<file path="config.mk">
export PLATFORM = sky130hd
export DESIGN_NAME = pose_ascii_framer
export DESIGN_NICKNAME = d
export VERILOG_FILES = /design/src/rtl/pose_ascii_framer.sv
export SDC_FILE = /design/constraint.sdc
export NUM_CORES = 1
export LEC_CHECK = 0
export BUFFER_PORTS_ARGS = -buffer_cell sky130_fd_sc_hd__clkbuf_2
export CAP_MARGIN = 20
export CORE_ASPECT_RATIO = 0.9
export CORE_MARGIN = 2
export CORE_UTILIZATION = 50
export CTS_BUF_LIST = sky130_fd_sc_hd__clkbuf_8
export CTS_CLUSTER_DIAMETER = 120
export DETAILED_ROUTE_END_ITERATION = 10
export PLACE_DENSITY = 0.73
export SYNTH_ARGS = -nofsm -noshare
export SYNTH_HDL_FRONTEND = slang
export SYNTH_SLANG_ARGS = --single-unit
</file>
<file path="constraint.sdc">
create_clock -name clk_in -period 7.6 [get_ports clk_in]
set_clock_uncertainty 0.1 [all_clocks]
set_input_delay 0.38 -clock clk_in [delete_from_list [all_inputs] [get_ports clk_in]]
set_output_delay 0.38 -clock clk_in [all_outputs]
set_load 0.05 [all_outputs]
</file>
<file path="src/rtl/pose_ascii_framer.sv">
// Pose-sample to ASCII text framer: each signed 16-bit channel becomes "+ddddd"/"-ddddd",
// channels are joined by SEP_CHAR and the line ends with CR LF, one byte per FIFO write.
module pose_ascii_framer #(
  parameter int          CH_NUM   = 3,
  parameter logic [7:0]  SEP_CHAR = 8'h2C
) (
  input  logic                  clk_in,
  input  logic                  rst_n,
  input  logic [16*CH_NUM-1:0]  pose_data_in,
  input  logic                  pose_data_vld,
  output logic                  pose_rdy,
  output logic [7:0]            tx_data_out,
  output logic                  tx_data_vld,
  input  logic                  tx_rdy,
  output logic                  busy
);

  typedef enum logic [2:0] {IDLE, SIGN, DIG, SEP, CR, LF} state_t;

  state_t             state;
  logic signed [15:0] chan_q [4];
  logic [1:0]         ch;
  logic [2:0]         k;
  logic [15:0]        mag;
  logic [3:0]         digit;
  logic               pend;
  logic               rdy_q;
  logic [7:0]         data_q;

  logic [63:0]        pose_ext;
  logic signed [15:0] first_chan;
  logic signed [15:0] next_chan;
  logic [15:0]        w;
  logic [15:0]        mag_sub;
  logic               fire;

  // Magnitude is kept unsigned so that -32768 maps to 32768 without wrapping.
  function automatic logic [15:0] magnitude(input logic signed [15:0] v);
    logic signed [15:0] neg;
    neg = -v;
    return v[15] ? unsigned'(neg) : unsigned'(v);
  endfunction

  function automatic logic [7:0] sign_char(input logic signed [15:0] v);
    return v[15] ? 8'h2D : 8'h2B;
  endfunction

  function automatic logic [15:0] weight(input logic [2:0] idx);
    case (idx)
      3'd0:    return 16'd10000;
      3'd1:    return 16'd1000;
      3'd2:    return 16'd100;
      3'd3:    return 16'd10;
      default: return 16'd1;
    endcase
  endfunction

  assign pose_ext    = 64'(pose_data_in);
  assign first_chan  = signed'(pose_data_in[15:0]);
  assign next_chan   = chan_q[ch + 2'd1];
  assign w           = weight(k);
  assign mag_sub     = mag - w;
  assign fire        = pend & tx_rdy;

  assign tx_data_out = data_q;
  assign tx_data_vld = fire;
  assign pose_rdy    = rdy_q;
  assign busy        = (state != IDLE);

  // pend is set one cycle ahead of each byte so an emit costs no extra cycle after its count.
  always_ff @(posedge clk_in) begin
    if (!rst_n) begin
      state  <= IDLE;
      ch     <= 2'd0;
      k      <= 3'd0;
      mag    <= 16'd0;
      digit  <= 4'd0;
      pend   <= 1'b0;
      rdy_q  <= 1'b0;
      data_q <= 8'h00;
    end else begin
      case (state)
        IDLE: begin
          rdy_q <= 1'b1;
          if (pose_data_vld && rdy_q) begin
            for (int i = 0; i < 4; i++) chan_q[i] <= signed'(pose_ext[16*i +: 16]);
            ch     <= 2'd0;
            mag    <= magnitude(first_chan);
            data_q <= sign_char(first_chan);
            pend   <= 1'b1;
            rdy_q  <= 1'b0;
            state  <= SIGN;
          end
        end
        SIGN: begin
          if (fire) begin
            state  <= DIG;
            k      <= 3'd0;
            digit  <= 4'd0;
            data_q <= 8'h30;
            pend   <= (mag < weight(3'd0));
          end
        end
        DIG: begin
          if (!pend) begin
            mag    <= mag_sub;
            digit  <= digit + 4'd1;
            data_q <= 8'h31 + {4'h0, digit};
            pend   <= (mag_sub < w);
          end else if (tx_rdy) begin
            if (k != 3'd4) begin
              k      <= k + 3'd1;
              digit  <= 4'd0;
              data_q <= 8'h30;
              pend   <= (mag < weight(k + 3'd1));
            end else if (ch != 2'(CH_NUM - 1)) begin
              state  <= SEP;
              data_q <= SEP_CHAR;
            end else begin
              state  <= CR;
              data_q <= 8'h0D;
            end
          end
        end
        SEP: begin
          if (fire) begin
            ch     <= ch + 2'd1;
            mag    <= magnitude(next_chan);
            data_q <= sign_char(next_chan);
            state  <= SIGN;
          end
        end
        CR: begin
          if (fire) begin
            data_q <= 8'h0A;
            state  <= LF;
          end
        end
        LF: begin
          if (fire) begin
            pend  <= 1'b0;
            rdy_q <= 1'b1;
            state <= IDLE;
          end
        end
        default: state <= IDLE;
      endcase
    end
  end

endmodule

</file>
* Word-level counts from Yosys, hierarchy flattened *
Memory sizes are Yosys's and may differ from the RTL's.
Index checks and enable logic that the tools add are counted.
Widths: inputs -> output; s select.

word-level totals
  flip-flop bits (word level) = 38
  bits in writable memories = 64
  word-level logic and storage cells = 124
  memories kept = 1

cells by class
  add/sub/neg operators = 7
  $lt $le $gt $ge = 3
  equality and inequality tests = 25
  mux-type cells = 60
  bitwise operators = 1
  reduce and logical (&&, ||, !) cells = 19

memories
  memory  words  width  rd ports  clocked after Yosys merged registers in  write ports  RTL line  source
  chan_q  4      16     1         0                                        4            21        logic signed [15:0] chan_q [4];

operator list
  operator              count
  $mux 16               10
  $pmux 14 s4           2
  $mux 8                6
  $pmux 16 s3           1
  $mux 3                14
  $pmux 8 s5            1
  $lt 16x16->1          2
  $neg 16->16           2
  $ne 2x2->1 const B    11
  $eq 3x2->1 const B    6
  $pmux 3 s6            1
  $lt 16x14->1 const B  1
  $mux 4                4
  $sub 16x16->16        1
  $mux 1                12
  $mux 6                2
  $reduce_and 4->1      3
  $eq 3x1->1 const B    3
  $logic_not 3->1       3
  $ne 3x3->1 const B    3
  $pmux 4 s2            1
  $reduce_and 8->1      1
  $add 6x4->7 const A   1
  $eq 3x3->1 const B    2
  18 further kinds      22

* Logic depth before layout (Yosys ltp) *
Gate-level depths: netlist of the first run.

  depth in word-level cells = 13
  depth in mapped cells = 19

* Least setup slack after synthesis of the first run *
No wires, ideal clock.

  path kind = register -> register
  start = register state[0]
  end = memory chan_q[0][0] (enable)
  library setup time = 515 ps
  arrival time = 4355 ps
  data required time = 6985 ps
  slack = 2630 ps
  stages on the path, launching flop included = 5
  path buffers = 1
  path through = dfxtp_1 clkbuf_1 nor3_1 inv_1 nor3_1

RTL lines
  what                    RTL line  source
  from (decl)             20        state_t state;
  from (signal assigned)  73        state <= IDLE;
  from (signal assigned)  92        state <= SIGN;
  from (signal assigned)  97        state <= DIG;
  to (decl)               21

* Final worst setup path of the first run *
  start = register k[0]
  end = register pend

between the ends
  word-level cells in the longest chain between the ends = 13
  elaborated cells between the ends (all ways) = 24

ends and longest elaborated chain
  what                                      RTL line  source
  from (decl)                               23        logic [2:0] k;
  from (signal assigned)                    112       k <= k + 3'd1;
  $add 3x1->3                               115       pend <= (mag < weight(k + 3'd1));
  $eq 3x2->1, or another cell as far along  49        case (idx)
  $pmux 14 s4                               49
  $mux 16                                   111       if (k != 3'd4) begin
  $mux 16                                   110       end else if (tx_rdy) begin
  $mux 16                                   105       if (!pend) begin
  $mux 16                                   82        case (state)
  $mux 16                                   72        if (!rst_n) begin
  $lt 16x16->1                              115
  $mux 1                                    111
  $mux 1                                    110
  $mux 1 (*)                                105
  $pmux 1 s4 (*)                            82
  to (signal assigned)                      101       pend <= (mag < weight(3'd0));
  to (signal assigned)                      109       pend <= (mag_sub < w);
  to (signal assigned)                      115
  to (decl)                                 26        logic pend;

Every way passes the cells marked *; elsewhere a longest branch is shown, timed or not. The select of a mux whose other input is x is not followed.
A chain may end at the register's enable or synchronous reset.

==> results of run 1 <==
-- per-stage QoR --
step	utilization (%)	cell area, µm²	hold slack [ps]
2_1_floorplan	-	6000	360
3_3_place_gp	55.2	6380	372
3_5_place_dp	55.2	6380	384
4_1_cts	57.0	6590	53.4
5_1_grt	57.0	6600	58.2
6_report	57.0	6600	69.8
-- routing by layer --
layer | wire length (µm) | share of wire (%) | track usage [%] | vias to the layer above
met5 | 0 | 0 | 0 | -
met4 | 269 | 1.7 | 7.90 | 0
met3 | 968 | 6.3 | 4.17 | 25
met2 | 7200 | 47 | 42.0 | 199
met1 | 7020 | 45 | 32.8 | 2428
li1 | - | - | - | 2509
-- power breakdown --
part	internal, mW	switching [mW]
logic	0.328	0.547
clock network	0.164	0.173
registers	0.569	0.0942
-- critical path, delay by kind of cell, from the launching register on --
| family | cells | cell delay, ps |
|---|---|---|
| xor+xnor | 1 | 170 |
| buf+inv | 2 | 160 |
| simple gates | 3 | 690 |
| compound gates | 8 | 1770 |
| flops | 1 | 410 |
| fa+ha+maj | 4 | 1190 |
-- cell usage in the layout, fill, tap and decap left out, drive strengths merged, types with 4 or more instances in the layout --
cell / instances
a2111oi: 4
a211o: 4
a211oi: 9
a21o: 4
a21oi: 36
a31oi: 14
and2: 8
buf: 5
clkbuf: 71
clkinv: 4
dfxtp: 37
edfxtp: 48
ha: 46
inv: 29
mux2i: 21
nand2: 47
nand2b: 5
nand3: 11
nand4: 6
nor2: 56
nor2b: 5
nor3: 23
nor4: 9
o211ai: 7
o21a: 6
o21ai: 44
o22ai: 9
o2bb2ai: 14
o31ai: 5
or3: 6
or4: 4
xnor2: 18
xor2: 17
-- layout make-up --
class                   instances  area (µm²)  area share [%]
multi-input cells             491        3570            54.0
clock buffers                  10         138            2.09
clock inverters                 6        70.1            1.06
flip-flops and latches         85        2180            33.1
repair buffers                 66         343            5.20
well taps                     156         195            2.96
inverters                      28         105            1.59
-- cell families (layout without fill, tap and decap cells) --
family,count (synthesis),count (layout),share of synthesized area [%]
AO/OA/AOI/OAI,195,195,23.7
AND/OR/NAND/NOR,188,188,16.0
flip-flops,85,85,36.3
buffers and inverters,55,110,4.35
adder cells (fa/ha/maj),48,48,10.1
XOR/XNOR,35,35,5.11
multiplexers,24,24,4.33
other,1,1,0.0625
-- state kept, by name, indices dropped and copies added (netlist names) --
name and count:
pend 1, tx_data_out 7, digit 4, pose_rdy 1, k 3, state 3, mag 16, ch 2
chan_q 48
-- worst paths after layout --
check	from	to	cells past startpoint
setup / recovery	k[0]$_SDFFE_PN0P_	pend$_SDFFE_PN0P_	18
hold / removal	pose_data_in[25]	chan_q[1][9]$_DFFE_PP_	1
setup reg to reg	k[0]$_SDFFE_PN0P_	pend$_SDFFE_PN0P_	18
hold reg to reg	ch[1]$_SDFFE_PN0P_	ch[1]$_SDFFE_PN0P_	2
==> impl_metrics.env, run 1 <==
export IMPL_tightest_slew_ps=846
export IMPL_synth_top_area_cell="edfxtp_1"
export IMPL_cts_setup_buffers=0
export IMPL_peakVddDrop_uv=312
export IMPL_vias=5161
export IMPL_path_class="reg -> reg"
export IMPL_drv_slew=0
export IMPL_ys_flop_type="edfxtp_1"
export IMPL_routed_wl_um=15500
export IMPL_post_synth_inst_count=631
export IMPL_fin_tns_setup_ps=0
export IMPL_numCtsBuffers=9
export IMPL_synth_edf_count=48
export IMPL_die_w_um=120
export IMPL_endpoint_kind="flop"
export IMPL_post_drt_wl_per_cell_um=18.4
export IMPL_async_reset_ff_share_pct=0
export IMPL_yosysMostFrequentCell="nor2_1"
export IMPL_gp_congestion=0.896
export IMPL_netlist_area_um2=6000
export IMPL_layout_cells_non_filler=842
export IMPL_ys_warn_count=0
export IMPL_dieArea_um2=12900
export IMPL_hold_buffers=0
export IMPL_cts_tree="built"
export IMPL_grt_pass1_vias=4974
export IMPL_clk_latency_ps=380
export IMPL_start_util_pct=51.9
export IMPL_synth_distinct_cells=85
export IMPL_grt_max_degree=50
export IMPL_pin_count=63
export IMPL_critPathSlowestCell="a2111oi_0"
export IMPL_cts_root_buf="clkbuf_8"
export IMPL_seq_area_frac_synth_pct=36.3
export IMPL_min_period_ps=4580
export IMPL_relSlewSlack_pct=42.9
export IMPL_start_kind="flop"
export IMPL_final_period_utilization_pct=60.2
export IMPL_antenna_cells=0
export IMPL_drive_gt1_share_pct=16.5
export IMPL_cp_arrival_ps=4770
export IMPL_syn_avg_cell_area_um2=9.52
export IMPL_powerDensity_nw_per_um2=284
export IMPL_via_per_inst=6.13
export IMPL_status="complete, no violations"
export IMPL_rows=37
export IMPL_synthTopCellsByArea="edfxtp_1 24%, dfxtp_1 12%, ha_1 9.6%, o21ai_0 3.4%, nor2_1 3.4%"
export IMPL_setup_ws_ps=3020
export IMPL_ctsHtreeMaxLevel=3
export IMPL_first_pass_iters=7
export IMPL_cts_sinks=85
export IMPL_antenna_found_initial=0
export IMPL_finalHoldViolations=0
export IMPL_slowest_delay_ps=450
export IMPL_crit_top_cell="ha_1"
export IMPL_dp_worst_setup_slack_ps=3080
export IMPL_die_h_um=108
export IMPL_hpwl_um=11700
export IMPL_grt_pass1_wl_um=25100
export IMPL_final_nets=780
export IMPL_grt_overflow_total=0
export IMPL_setup_violations=0
export IMPL_ff2ff_setup_slack_ps=3020
export IMPL_nFillCells=1054
export IMPL_netlist_area_leader_share_pct=24.0
export IMPL_min_path_type="in -> reg"
export IMPL_drt_first_iter_violations=394
export IMPL_gr_usage_all_layers_pct=24.8
export IMPL_coreArea_um2=11600
export IMPL_finalPower_mw=1.88
export IMPL_ys_top_cells_by_count="54 x nor2_1, 48 x edfxtp_1, 46 x ha_1, 46 x nand2_1, 41 x o21ai_0"
export IMPL_ant_nets=0
export IMPL_drc_errors=0
export IMPL_cts_repair_resized=0
export IMPL_critPathMaxFanout=9
export IMPL_drv_cap=0
export IMPL_portBuffers=61
export IMPL_placed_cells=825
export IMPL_rsz0062_at_grt="no"
export IMPL_crit_path_cell_trace="inv_1, ha_1, nand2_1, and3_1, ha_1, inv_1, fa_1, a211o_1, o211ai_1, a21oi_1, nor2_1, xnor2_1, ha_1, a21oi_1, o22ai_1, a2111oi_0, a41oi_1, o41ai_2"
export IMPL_required_ps=7790
export IMPL_syn_nets=730
export IMPL_area_growth_pct=9.90
export IMPL_clk_path_buf_depth=2
export IMPL_synth_ff_latch_count=85
export IMPL_clk_pin_slew_ps=90
export IMPL_p_leak_nw=2.62
export IMPL_fmax_mhz=219
No activity file was read; power rests on OpenSTA's default activity.
==> run 2, diff against run 1 <==
--- a/config.mk
+++ b/config.mk
@@ -5,6 +5,7 @@
 export SDC_FILE = /design/constraint.sdc
 export NUM_CORES = 1
 export LEC_CHECK = 0
+export ABC_AREA = 1
 export BUFFER_PORTS_ARGS = -buffer_cell sky130_fd_sc_hd__clkbuf_2
 export CAP_MARGIN = 20
 export CORE_ASPECT_RATIO = 0.9
==> constraint.sdc (replaced) <==
create_clock -name clk_in -period 4.3 [get_ports clk_in]
set_clock_uncertainty 0.1 [all_clocks]
set_input_delay 0.215 -clock clk_in [delete_from_list [all_inputs] [get_ports clk_in]]
set_output_delay 0.215 -clock clk_in [all_outputs]
set_load 0.05 [all_outputs]
==> impl_metrics.env, run 2 <==
export IMPL_area_growth_pct=15.3
export IMPL_timing_rr_end="pend$_SDFFE_PN0P_"
export IMPL_clk_latency_ps=360
export IMPL_top_register="chan_q"
export IMPL_syn_nets=915
export IMPL_seq_area_frac_synth_pct=35.5
export IMPL_final_common_cell="nand2_1"
export IMPL_finalHoldViolations=0
export IMPL_start_util_pct=51.1
export IMPL_critPathMaxFanout=4
export IMPL_whs_path_depth=1
export IMPL_portBuffers=61
export IMPL_pin_count=63
export IMPL_rsz0062_at_grt="no"
export IMPL_endpoint_kind="flop"
export IMPL_clk_path_buf_depth=2
export IMPL_grt_overflow_total=0
export IMPL_ant_nets=0
export IMPL_ff2ff_setup_slack_ps=510
export IMPL_clk_pin_slew_ps=100
export IMPL_drive_gt1_share_pct=15.5
export IMPL_grt_pass1_wl_um=26400
export IMPL_grt_pass1_vias=5375
export IMPL_synthTopCellsByArea="edfxtp_1 23%, dfxtp_1 12%, nand2_1 11%, ha_1 9.4%, nor2_1 5.7%"
export IMPL_cts_tree="built"
export IMPL_synth_top_area_cell="edfxtp_1"
export IMPL_largest_reg_flops=48
export IMPL_min_to="chan_q[0][4]$_DFFE_PP_"
export IMPL_gp_congestion=0.963
export IMPL_post_synth_inst_count=816
export IMPL_peakVddDrop_uv=429
export IMPL_p_leak_nw=3.21
export IMPL_swShare_pct=48.8
export IMPL_clockPowerShare_pct=13.9
export IMPL_netlist_area_um2=6150
export IMPL_slowest_delay_ps=430
export IMPL_coreArea_um2=12000
export IMPL_ys_top_cells_by_count="177 x nand2_1, 94 x nor2_1, 86 x inv_1"
export IMPL_min_period_ps=3790
export IMPL_cts_sinks=85
export IMPL_final_nets=1006
export IMPL_critPathSlowestCell="fa_1"
export IMPL_drc_errors=0
export IMPL_final_util_pct=58.9
export IMPL_seqPwrFrac_pct=28.8
export IMPL_worst_path_buf_inv=3
export IMPL_synth_ff_latch_count=85
export IMPL_ys_warn_count=0
export IMPL_required_ps=4480
export IMPL_path_class="reg -> reg"
export IMPL_grt_max_degree=49
export IMPL_cp_arrival_ps=3970
export IMPL_numCtsBuffers=9
export IMPL_via_per_inst=5.31
export IMPL_tightest_slew_ps=655
export IMPL_reg2reg_depth=22
export IMPL_nFillCells=1122
export IMPL_async_reset_ff_share_pct=0
export IMPL_antenna_found_initial=0
export IMPL_crit_path_cell_trace="ha_1, ha_1, inv_1, nand2_1, nor2_1, ha_1, inv_1, fa_1, nand3_1, nand3_1, a21oi_1, or2_2, nand3_1, nand2_1, inv_1, ha_1, a21o_1, a31oi_1, nand4_1, nand2_1, nand3_1, a21oi_1"
export IMPL_synth_edf_count=48
export IMPL_drt_first_iter_violations=436
export IMPL_hpwl_um=12100
export IMPL_synth_distinct_cells=57
export IMPL_rows=38
export IMPL_ctsHtreeMaxLevel=3
export IMPL_first_pass_iters=5
export IMPL_post_drt_wl_per_cell_um=14.8
export IMPL_final_area_um2=7090
export IMPL_ys_flop_type="edfxtp_1"
export IMPL_gr_usage_all_layers_pct=25.2
export IMPL_combPwrFrac_pct=57.4
export IMPL_drv_cap=0
export IMPL_setup_violations=0
export IMPL_start_kind="flop"
export IMPL_min_path_type="in -> reg"
export IMPL_dpl_instance_area_um2=6560
export IMPL_powerDensity_nw_per_um2=555
export IMPL_drv_slew=0
export IMPL_antenna_cells=0
export IMPL_power_switching_mw=1.92
export IMPL_crit_family="adder cells"
export IMPL_dieArea_um2=13200
export IMPL_status="complete, no violations"
export IMPL_routed_wl_um=15900
export IMPL_fin_tns_setup_ps=0
export IMPL_internal_power_mw=2.01
export IMPL_r2r_start="k[0]$_SDFFE_PN0P_"
export IMPL_die_w_um=121
export IMPL_cts_repair_resized=0
export IMPL_yosysMostFrequentCell="nand2_1"
export IMPL_vias=5697
export IMPL_layout_common_cells="177 x nand2_1, 93 x nor2_1, 86 x inv_1, 63 x a21oi_1, 61 x clkbuf_2"
export IMPL_relSlewSlack_pct=56.3
export IMPL_syn_avg_cell_area_um2=7.53
export IMPL_cts_root_buf="clkbuf_8"
export IMPL_netlist_area_leader_share_pct=23.4
export IMPL_fmax_mhz=264
export IMPL_die_h_um=109
export IMPL_final_period_utilization_pct=88.1
export IMPL_worstHoldStart="pose_data_in[4]"
-- run 2: changes by cell type after synthesis, sizes merged, moves of 7 or more --
cell	previous run	this run
inv	27	101
mux2i	21	0
o22ai	9	1
nor2	56	100
o21ai	44	56
nor4	9	2
clkbuf	16	7
a21oi	36	65
nand3	11	51
o2bb2ai	14	0
xnor2	18	3
nand2	47	192
-- run 2: worst register-to-register path, cell delays in order, from the launching register on --
cell,delay (ps)
dfxtp_1,340
ha_1,230
ha_1,200
inv_1,140
nand2_1,80
nor2_1,150
ha_1,160
inv_1,50
fa_1,430
nand3_1,100
nand3_1,130
a21oi_1,220
or2_2,150
nand3_1,60
nand2_1,90
inv_1,50
ha_1,300
a21o_1,180
a31oi_1,140
nand4_1,120
nand2_1,70
nand3_1,70
a21oi_1,140
-- run 2: cells by family (layout without fill, tap and decap cells) --
| logic type | after synthesis | count (layout) | share of synthesized area, % |
|---|---|---|---|
| simple gates | 383 | 383 | 27.8 |
| compound gates | 165 | 165 | 16.5 |
| buf+inv | 120 | 216 | 8.35 |
| flops | 85 | 85 | 35.5 |
| fa+ha+maj | 47 | 47 | 9.69 |
| xor+xnor | 15 | 15 | 2.14 |
| other cells | 1 | 1 | 0.0610 |
-- run 2: final cells by class --
| cell class | instances | area, µm² | share of cell area, % |
|---|---|---|---|
| clock buffers | 10 | 138 | 1.94 |
| clock inverters | 6 | 51.3 | 0.724 |
| inverters | 101 | 379 | 5.35 |
| multi-input cells | 611 | 3460 | 48.8 |
| flip-flops and latches | 85 | 2180 | 30.8 |
| well taps | 160 | 200 | 2.83 |
| repair buffers | 99 | 676 | 9.54 |
-- run 2: worst max-delay path by stage --
| stage | startpoint | to | cells past startpoint |
|---|---|---|---|
| final | k[0]$_SDFFE_PN0P_ | pend$_SDFFE_PN0P_ | 22 |
| after CTS | k[0]$_SDFFE_PN0P_ | pend$_SDFFE_PN0P_ | 22 |
| after floorplan | state[1]$_SDFFE_PN0P_ | chan_q[0][0]$_DFFE_PP_ | 3 |
| after detailed placement | k[0]$_SDFFE_PN0P_ | pend$_SDFFE_PN0P_ | 22 |
| after global routing | k[0]$_SDFFE_PN0P_ | pend$_SDFFE_PN0P_ | 22 |
| after global placement | k[1]$_SDFFE_PN0P_ | pend$_SDFFE_PN0P_ | 22 |
-- run 2: repair_timing --
action                    4_1_cts  5_1_grt
hold buffers                   34        0
setup buffers                   0        0
hold endpoints to repair       34        0
-- run 2: power by group through the flow --
stage	combinational [mW]	sequential (mW)	clock (mW)
after floorplan	1.65	1.19	0
after global placement	2.21	1.15	0
after CTS	2.24	1.13	0.555
final	2.26	1.13	0.545
after detailed placement	2.20	1.15	0
after global routing	2.58	1.15	0.588
-- run 2: metal layers --
layer / up-vias / part of all wire (%) / track usage (%)
met5: - / 0 / 0
met4: 0 / 0.95 / 4.98
met3: 15 / 4.9 / 3.66
met2: 149 / 46 / 42.4
met1: 2607 / 48 / 34.8
li1: 2926 / - / -
-- run 2: through the flow --
| stage | cells | setup WS [ps] | hold WS (ps) | power, mW |
|---|---|---|---|---|
| floorplan | 816 | 703 | 214 | 2.84 |
| global placement | 1022 | 708 | 291 | 3.36 |
| detailed placement | 1022 | 590 | 294 | 3.35 |
| CTS | 1072 | 531 | 9.09 | 3.92 |
| global route | 1072 | 106 | 7.68 | 4.32 |
| finish | 1072 | 513 | 18.3 | 3.93 |
==> run 3, diff against run 2 <==
==> constraint.sdc (replaced) <==
create_clock -name clk_in -period 4.3 [get_ports clk_in]
set_clock_uncertainty 0.1 [all_clocks]
set_input_delay 0.645 -clock clk_in [delete_from_list [all_inputs] [get_ports clk_in]]
set_output_delay 0.645 -clock clk_in [all_outputs]
set_load 0.05 [all_outputs]
==> impl_metrics.env, run 3 (synthesis results as in run 2) <==
export IMPL_drv_cap=0
export IMPL_status="complete, no violations"
export IMPL_ant_nets=0
export IMPL_cts_sinks=85
export IMPL_finalHoldViolations=0
export IMPL_setup_violations=0
export IMPL_final_nets=973
export IMPL_critPathSlowestCell="fa_1"
export IMPL_top_register="chan_q"
export IMPL_antenna_found_initial=0
export IMPL_vias=5531
export IMPL_coreArea_um2=12000
export IMPL_hpwl_um=12100
export IMPL_ff2ff_setup_slack_ps=570
export IMPL_start_util_pct=51.1
export IMPL_grt_overflow_total=0
export IMPL_numCtsBuffers=9
export IMPL_powerDensity_nw_per_um2=585
export IMPL_endpoint_kind="flop"
export IMPL_antenna_cells=0
export IMPL_slowest_delay_ps=430
export IMPL_gr_usage_all_layers_pct=23.7
export IMPL_cts_repair_resized=0
export IMPL_hold_buffers=0
export IMPL_cts_tree="built"
export IMPL_routed_wl_um=15200
export IMPL_cts_root_buf="clkbuf_8"
export IMPL_pin_count=63
export IMPL_dieArea_um2=13200
export IMPL_portBuffers=61
export IMPL_final_period_utilization_pct=86.7
export IMPL_cp_arrival_ps=3930
export IMPL_grt_pass1_vias=5027
export IMPL_tightest_slew_ps=927
export IMPL_p_leak_nw=3.07
export IMPL_relSlewSlack_pct=38.0
export IMPL_min_path_type="in -> reg"
export IMPL_fin_tns_setup_ps=0
export IMPL_drive_gt1_share_pct=16.2
export IMPL_nFillCells=1196
export IMPL_start_kind="flop"
export IMPL_rsz0062_at_grt="no"
export IMPL_grt_pass1_wl_um=24500
export IMPL_gp_congestion=0.956
export IMPL_peakVddDrop_uv=417
export IMPL_critPathMaxFanout=5
export IMPL_clk_path_buf_depth=2
export IMPL_via_per_inst=5.32
export IMPL_clk_pin_slew_ps=90
export IMPL_ctsHtreeMaxLevel=3
export IMPL_drt_first_iter_violations=392
export IMPL_clk_latency_ps=370
export IMPL_fmax_mhz=268
export IMPL_path_class="reg -> reg"
export IMPL_final_util_pct=56.3
export IMPL_layout_common_cells="177 x nand2_1, 93 x nor2_1, 86 x inv_1, 63 x a21oi_1, 61 x clkbuf_2"
export IMPL_min_period_ps=3730
export IMPL_crit_path_cell_trace="inv_1, ha_1, nand2_1, nand2_1, nor2_1, ha_1, inv_1, fa_1, nand3_1, nand3_1, a21oi_1, or2_2, nand3_1, nand2_1, inv_1, ha_1, a21o_1, a31oi_1, nand4_1, nand2_1, nand3_1, a21oi_1"
export IMPL_final_common_cell="nand2_1"
export IMPL_rows=38
export IMPL_required_ps=4500
export IMPL_area_growth_pct=10.1
export IMPL_cts_setup_buffers=0
export IMPL_die_w_um=121
export IMPL_drc_errors=0
export IMPL_die_h_um=109
export IMPL_post_drt_wl_per_cell_um=14.6
export IMPL_drv_slew=0
export IMPL_largest_reg_flops=48
export IMPL_grt_max_degree=36
export IMPL_first_pass_iters=5
[run 3: cell types whose count changed in the layout (fill, tap and decap cells not counted), sizes merged]
cell / change
clkbuf: -1
clkinv: -1
dlygate4sd3: -34
bufinv: +1
clkinvlp: +1
buf: +1
[run 3: per-layer routing]
layer	wire [µm]	global-route usage (%)	part of all wire [%]
met2	6720	38.0	44
met3	786	4.08	5.2
met4	236	5.98	1.6
met1	7470	33.4	49
met5	0	0	0
[run 3: critical path, delay by kind of cell, from the launching register on]
family | cells | cell delay, ps
compound gates | 4 | 660
fa+ha+maj | 4 | 1140
buf+inv | 3 | 210
simple gates | 11 | 1150
flops | 1 | 390
[run 3: worst paths after layout]
path	startpoint	end	cells after the start
setup / recovery	k[1]$_SDFFE_PN0P_	pend$_SDFFE_PN0P_	22
hold / removal	pose_data_in[17]	chan_q[1][1]$_DFFE_PP_	1
setup reg to reg	k[1]$_SDFFE_PN0P_	pend$_SDFFE_PN0P_	22
hold reg to reg	ch[1]$_SDFFE_PN0P_	ch[1]$_SDFFE_PN0P_	2
[run 3: area by class of cell]
class	count	area [µm²]	share of cell area (%)
Timing Repair Buffer	66	343	5.07
Tap cell	160	200	2.96
Clock inverter	7	80.1	1.18
Sequential cell	85	2180	32.2
Clock buffer	9	124	1.83
Multi-Input combinational cell	611	3460	51.1
Inverter	101	379	5.60
[run 3: power breakdown]
| part | switching [mW] | internal, mW | total (mW) |
|---|---|---|---|
| Clock | 0.314 | 0.277 | 0.592 |
| Sequential | 0.127 | 1.00 | 1.13 |
| Combinational | 1.48 | 0.756 | 2.24 |
[run 3: metrics by stage]
step	power (mW)	setup WS (ps)	std cells	area [µm²]	hold slack [ps]
after detailed placement	3.36	637	1023	6560	356
after floorplan	2.84	703	816	6150	343
after global placement	3.35	694	1023	6560	359
final	3.96	573	1039	6770	341
after global routing	4.33	194	1039	6770	331
after CTS	3.96	579	1039	6770	337
